===== config.mk =====
export PLATFORM = sky130hd
export DESIGN_NAME = sd_sector_cache
export DESIGN_NICKNAME = d
export VERILOG_FILES = /design/src/rtl/sd_sector_cache.sv
export SDC_FILE = /design/constraint.sdc
export NUM_CORES = 2
export LEC_CHECK = 0
export BUFFER_PORTS_ARGS = -buffer_cell sky130_fd_sc_hd__buf_4
export CORE_MARGIN = 4
export CORE_UTILIZATION = 23
export DETAILED_ROUTE_END_ITERATION = 10
export GPL_ROUTABILITY_DRIVEN = 0
export PLACE_DENSITY_LB_ADDON = 0.05
export SLEW_MARGIN = 30
export SYNTH_ARGS = -nofsm -noshare
export SYNTH_HDL_FRONTEND = slang
export SYNTH_SLANG_ARGS = --single-unit

===== constraint.sdc =====
create_clock -name clk -period 3.58 [get_ports clk]
set_input_delay 0.537 -clock clk [delete_from_list [all_inputs] [get_ports clk]]
set_output_delay 0.537 -clock clk [all_outputs]
set_load 0.1 [all_outputs]

===== src/rtl/sd_sector_cache.sv =====
// sd_sector_cache: single-sector (512 B) byte cache between the instruction
// dispatcher and an SPI sector controller.
//
// Optional feature macro: SD_CACHE_WRITEBACK_EN
//   defined   : writes update the cached sector, mark it dirty, and a dirty
//               sector is written back to the card before a new one is fetched.
//   undefined : writes complete after two cycles without touching buffer or
//               card; blk_cmd_wr and blk_tx_data are held at zero.
//
// Ports
//   clk, reset              : rising-edge clock, synchronous active-high reset
//   sd_read, sd_write       : byte read / write request (read wins if both)
//   sd_addr, sd_write_data  : byte address (sector = [31:9], offset = [8:0]), write byte
//   sd_read_data, sd_ready  : read byte (held until next response), one-cycle done pulse
//   blk_addr                : sector number for the current card command
//   blk_cmd_rd, blk_cmd_wr  : one-cycle sector read / write commands
//   blk_idle                : controller can accept a command
//   blk_rx_valid/_data      : incoming sector byte stream
//   blk_tx_req, blk_tx_data : write byte request / byte presented the cycle after
//   blk_err                 : transfer failure

module sd_sector_cache (
  input  logic        clk,
  input  logic        reset,
  input  logic        sd_read,
  input  logic        sd_write,
  input  logic [31:0] sd_addr,
  input  logic [7:0]  sd_write_data,
  output logic [7:0]  sd_read_data,
  output logic        sd_ready,
  output logic [22:0] blk_addr,
  output logic        blk_cmd_rd,
  output logic        blk_cmd_wr,
  input  logic        blk_idle,
  input  logic        blk_rx_valid,
  input  logic [7:0]  blk_rx_data,
  input  logic        blk_tx_req,
  output logic [7:0]  blk_tx_data,
  input  logic        blk_err
);

  localparam int unsigned ADDR_W       = 32;
  localparam int unsigned DATA_W       = 8;
  localparam int unsigned IDX_W        = 9;
  localparam int unsigned TAG_W        = ADDR_W - IDX_W;
  localparam int unsigned SECTOR_BYTES = 1 << IDX_W;
  localparam logic [IDX_W-1:0] LAST_IDX = IDX_W'(SECTOR_BYTES - 1);

`ifdef SD_CACHE_WRITEBACK_EN
  typedef enum logic [2:0] {
    IDLE      = 3'd0,
    LOOKUP    = 3'd1,
    FILL_CMD  = 3'd2,
    FILL_XFER = 3'd3,
    RESPOND   = 3'd4,
    WB_CMD    = 3'd5,
    WB_XFER   = 3'd6
  } state_e;
`else
  typedef enum logic [2:0] {
    IDLE      = 3'd0,
    LOOKUP    = 3'd1,
    FILL_CMD  = 3'd2,
    FILL_XFER = 3'd3,
    RESPOND   = 3'd4
  } state_e;
`endif

  state_e              state_q;
  logic                op_wr_q;
  logic [ADDR_W-1:0]   addr_q;
  logic [TAG_W-1:0]    tag_q;
  logic                valid_q;
  logic [IDX_W-1:0]    cnt_q;
  logic [DATA_W-1:0]   rdata_q;
  logic                ready_q;
  logic                cmd_rd_q;
  logic [TAG_W-1:0]    blk_addr_q;
  logic [DATA_W-1:0]   sector_q [SECTOR_BYTES];

`ifdef SD_CACHE_WRITEBACK_EN
  logic [DATA_W-1:0]   wdata_q;
  logic                dirty_q;
  logic                cmd_wr_q;
  logic [DATA_W-1:0]   tx_data_q;
  logic                tx_done_q;
`else
  logic                unused_wr_path;
  assign unused_wr_path = ^{sd_write_data, blk_tx_req};
`endif

  logic [TAG_W-1:0]    req_tag;
  logic [IDX_W-1:0]    req_idx;
  logic                lookup_hit;
  logic [IDX_W-1:0]    cnt_d;

  assign req_tag    = addr_q[ADDR_W-1:IDX_W];
  assign req_idx    = addr_q[IDX_W-1:0];
  assign lookup_hit = valid_q && (tag_q == req_tag);
  // 9-bit counter: 511 + 1 wraps to 0, which closes a transfer
  assign cnt_d      = cnt_q + IDX_W'(1);

  // Control FSM, sector buffer and all registered outputs
  always_ff @(posedge clk) begin
    if (reset) begin
      state_q    <= IDLE;
      op_wr_q    <= 1'b0;
      addr_q     <= '0;
      tag_q      <= '0;
      valid_q    <= 1'b0;
      cnt_q      <= '0;
      rdata_q    <= '0;
      ready_q    <= 1'b0;
      cmd_rd_q   <= 1'b0;
      blk_addr_q <= '0;
`ifdef SD_CACHE_WRITEBACK_EN
      wdata_q    <= '0;
      dirty_q    <= 1'b0;
      cmd_wr_q   <= 1'b0;
      tx_data_q  <= '0;
      tx_done_q  <= 1'b0;
`endif
    end else begin
      // Pulsed outputs default low
      ready_q  <= 1'b0;
      cmd_rd_q <= 1'b0;
`ifdef SD_CACHE_WRITEBACK_EN
      cmd_wr_q <= 1'b0;
`endif
      case (state_q)
        IDLE: begin
          if (sd_read || sd_write) begin
            addr_q  <= sd_addr;
            op_wr_q <= !sd_read;
`ifdef SD_CACHE_WRITEBACK_EN
            wdata_q <= sd_write_data;
`endif
            state_q <= LOOKUP;
          end
        end

        LOOKUP: begin
`ifdef SD_CACHE_WRITEBACK_EN
          if (lookup_hit) begin
            if (op_wr_q) begin
              sector_q[req_idx] <= wdata_q;
              dirty_q           <= 1'b1;
            end else begin
              rdata_q <= sector_q[req_idx];
            end
            ready_q <= 1'b1;
            state_q <= RESPOND;
          end else if (dirty_q) begin
            state_q <= WB_CMD;
          end else begin
            state_q <= FILL_CMD;
          end
`else
          // Writes are acknowledged without touching buffer or card
          if (op_wr_q) begin
            ready_q <= 1'b1;
            state_q <= RESPOND;
          end else if (lookup_hit) begin
            rdata_q <= sector_q[req_idx];
            ready_q <= 1'b1;
            state_q <= RESPOND;
          end else begin
            state_q <= FILL_CMD;
          end
`endif
        end

`ifdef SD_CACHE_WRITEBACK_EN
        WB_CMD: begin
          if (blk_idle) begin
            cmd_wr_q   <= 1'b1;
            blk_addr_q <= tag_q;
            cnt_q      <= '0;
            tx_done_q  <= 1'b0;
            state_q    <= WB_XFER;
          end
        end

        WB_XFER: begin
          if (blk_err) begin
            valid_q <= 1'b0;
            dirty_q <= 1'b0;
            rdata_q <= 8'hFF;
            ready_q <= 1'b1;
            state_q <= RESPOND;
          end else if (tx_done_q) begin
            // All bytes handed over; wait for the controller to finish programming
            if (blk_idle) begin
              dirty_q <= 1'b0;
              state_q <= FILL_CMD;
            end
          end else if (blk_tx_req) begin
            tx_data_q <= sector_q[cnt_q];
            cnt_q     <= cnt_d;
            if (cnt_q == LAST_IDX) begin
              tx_done_q <= 1'b1;
            end
          end
        end
`endif

        FILL_CMD: begin
          if (blk_idle) begin
            cmd_rd_q   <= 1'b1;
            blk_addr_q <= req_tag;
            cnt_q      <= '0;
            // Buffer is about to be overwritten; old contents no longer valid
            valid_q    <= 1'b0;
            state_q    <= FILL_XFER;
          end
        end

        FILL_XFER: begin
          if (blk_err) begin
            valid_q <= 1'b0;
`ifdef SD_CACHE_WRITEBACK_EN
            dirty_q <= 1'b0;
`endif
            rdata_q <= 8'hFF;
            ready_q <= 1'b1;
            state_q <= RESPOND;
          end else if (blk_rx_valid) begin
            sector_q[cnt_q] <= blk_rx_data;
            cnt_q           <= cnt_d;
            if (cnt_q == LAST_IDX) begin
              tag_q   <= req_tag;
              valid_q <= 1'b1;
              state_q <= LOOKUP;
            end
          end
        end

        RESPOND: begin
          state_q <= IDLE;
        end

        default: begin
          state_q <= IDLE;
        end
      endcase
    end
  end

  assign sd_read_data = rdata_q;
  assign sd_ready     = ready_q;
  assign blk_addr     = blk_addr_q;
  assign blk_cmd_rd   = cmd_rd_q;

`ifdef SD_CACHE_WRITEBACK_EN
  assign blk_cmd_wr   = cmd_wr_q;
  assign blk_tx_data  = tx_data_q;
`else
  assign blk_cmd_wr   = 1'b0;
  assign blk_tx_data  = 8'h00;
`endif

endmodule


==> qor.csv <==
metric;value;unit
status;finished clean;
Startpoint Class;flip-flop;
DR vias/cell;4.40;
largest family of logic cells by synthesized area;multiplexers;
post-synthesis mux area share;14.6;%
CTS tree;done;
Avg WL per Cell;31.2;um
post-route clock skew;0.0491;ns
Final Power;0.121;W
# fillers;69673;
worst path arrival time;4.48;ns
Syn Area/Cell;20.3;sq um
CP Cell Sequence;buf_12 -> buf_16 -> buf_16 -> buf_16 -> buf_4 -> mux4_2 -> a22oi_1 -> nand3_1 -> nand4_1 -> or4_4 -> buf_4 -> a311oi_2;
clk root buf;clkbuf_16;
Hold Fails Final Rpt;0;
Setup crit end kind;flip-flop;
Yosys top cell by area;edfxtp_1;
CP required;4.54;ns
xor/xnor share of the synthesized area;0.155;%
synth unique cells;79;
antenna violations before repair;79;
worst r2r path cells;12;
DRT antenna net count;0;
clk_lat worst skew;1.06;ns
final-report setup violation count;0;
hold depth;1;
register area share after synthesis;76.5;%
fin. max-slew vios;0;
final WL;617;mm
CTS sink count;4207;
Most used DFF post-synth;edfxtp_1;
vias in the first global route;91950;
share of flip-flops with an asynchronous set or reset;0;%
pre-CTS WS;-0.813;ns
largest net degree at the start of global routing;113;
row count;309;
Post-Syn Area;164000;sq um
peak supply drop;0.000475;V
DRT Pass-1 Iters;6;
via count;87117;
slew margin rel.;37.4;%
GRT Total Usage;16.5;%
WS Path Type;reg2reg;
first-pass GRT wire length;829;mm
Sequential Area;125000;sq um
total CTS buffers;534;
multi-input logic area;36100;sq um
io pins;98;
Synth Area in Simple Gates;3.20;%
Finished Core Util;29.2;%
Gate Count Post-Synth;8078;
PwrDens;583;nW/um^2
Synth Register Bits;4207;
Adder-Cell Fraction of Synth Area;0.0382;%
port bufs;79;
H-Tree Depth;6;
Die Y;851;um
DR iter-0 viols;7363;
share of cells above drive strength 1;33.7;%
core area;709000;sq um
clock-pin slew on the worst setup and hold paths;0.06;ns
most frequent CP cell;buf_16;
Die ar.;725000;sq um
max-cap check violation count;0;
top post-synthesis cells by area;edfxtp_1 (75%), mux4_2 (12%), mux2i_1 (2.2%);
most common cell after layout, fill and taps aside;edfxtp_1;
PnR worst setup slack;0.0552;ns
R2R setup slack;0.06;ns
nets;9903;
Final HPWL DP;406;mm
commonest non-fill, non-tap cells in the layout;edfxtp_1 (4,096), buf_4 (1,417), mux4_2 (863);
fmax;284;MHz
Worst Path Max Fanout;16;
leakage power;65.1;nW
Area growth syn-to-layout;26.3;%
GRT Residual Overflow;0;
Syn. warnings;0;
Slew @ Worst Pin;0.939;ns
part of the cycle the worst path needs;98.5;%
DRC;0;
clk buf depth;4;
DIE WIDTH;851;um
worst stage delay on the critical path;0.66;ns
RSZ-0062 raised after global routing;yes;
Initial Utilization;23.1;%
Min-Delay Path Class;in2reg;
crit path time final;3.52;ns
Compound-Gate Fraction of Synth Area;3.43;%
slowest CP cell;or4_4;
top cell type's share of synthesized area;75.2;%
Post-synth EDFFs;4096;
## state kept, by name (all words and copies together), names as in the netlist, named ones only
register      flops
addr_q           32
blk_addr         23
blk_cmd_rd        1
cnt_q             9
op_wr_q           1
sd_read_data      8
sd_ready          1
sector_q       4096
state_q           3
tag_q            23
valid_q           1
## power by group
group	switching, W	total, W	internal (W)
registers	0.000135	0.0542	0.0541
clock network	0.0217	0.0517	0.0300
logic	0.00877	0.0146	0.00586
total	0.0306	0.121	0.0900
## routing by layer
layer	GRT usage, %	share of wire (%)
met1	23.2	46
met2	27.6	48
met3	2.13	4.3
met4	3.26	2.0
met5	0	0
## final cells by class
cell class                 instances  area share [%]
clock inverter                   290            1.25
inverter                           7          0.0200
antenna                           22          0.0266
multi-input combinational       3356            17.5
clock buffer                     675            6.84
tap                             9485            5.74
timing repair buffer            1736            8.03
sequential                      4207            60.6
## path summary, 6_finish.rpt
check,from,endpoint
setup reg to reg,flip-flop,sd_read_data[7]$_SDFFE_PP0P_
setup / recovery,flip-flop,sd_read_data[7]$_SDFFE_PP0P_
hold / removal,blk_rx_data[2],sector_q[182][2]$_DFFE_PP_
hold reg to reg,blk_addr[11]$_SDFFE_PP0P_,blk_addr[11]$_SDFFE_PP0P_
## timing repair
action,CTS,global route
setup buffers,34,16
endpoints found under the hold margin,204,0
hold buffers,47,0
setup endpoints to repair,8,8
pin swaps,15,21
cloned,12,5
resized for setup,137,84
## critical path: cells and delay by family, from the launching register on
kind / cells / cell delay [ns]
compound gates: 2 / 0.33
flops: 1 / 0.36
simple gates: 3 / 1.24
buf+inv: 6 / 1.01
mux: 1 / 0.38
## Yosys cell counts (49+ instances only)
library cell     n
a21oi_1        231
a22oi_1        179
buf_2          114
buf_6           69
clkbuf_1       207
dfxtp_1        111
edfxtp_1      4096
mux2i_1        354
mux4_2         862
nand2_1        332
nand3_1         49
nor2_1         605
nor3_1          66
nor4_1          52
o21ai_0         51
o221ai_1       102
o22ai_1         85
## cells by family after synthesis
logic type / after synthesis
flops: 4207
mux: 1259
simple gates: 1227
compound gates: 827
buf+inv: 523
xor+xnor: 29
fa+ha+maj: 5
other cells: 1
## through the flow
step	TNS (ns)	area [sq um]	instances	hold WS, ns
3_3_place_gp	-6.62	187000	18681	0.445
5_1_grt	-0.0577	207000	19758	0.0585
3_5_place_dp	-5.10	187000	18684	0.445
6_report	0	207000	19778	0.127
4_1_cts	0	206000	19738	0.0181
2_1_floorplan	0	164000	8086	0.436
(Power assumes the default switching activity.)
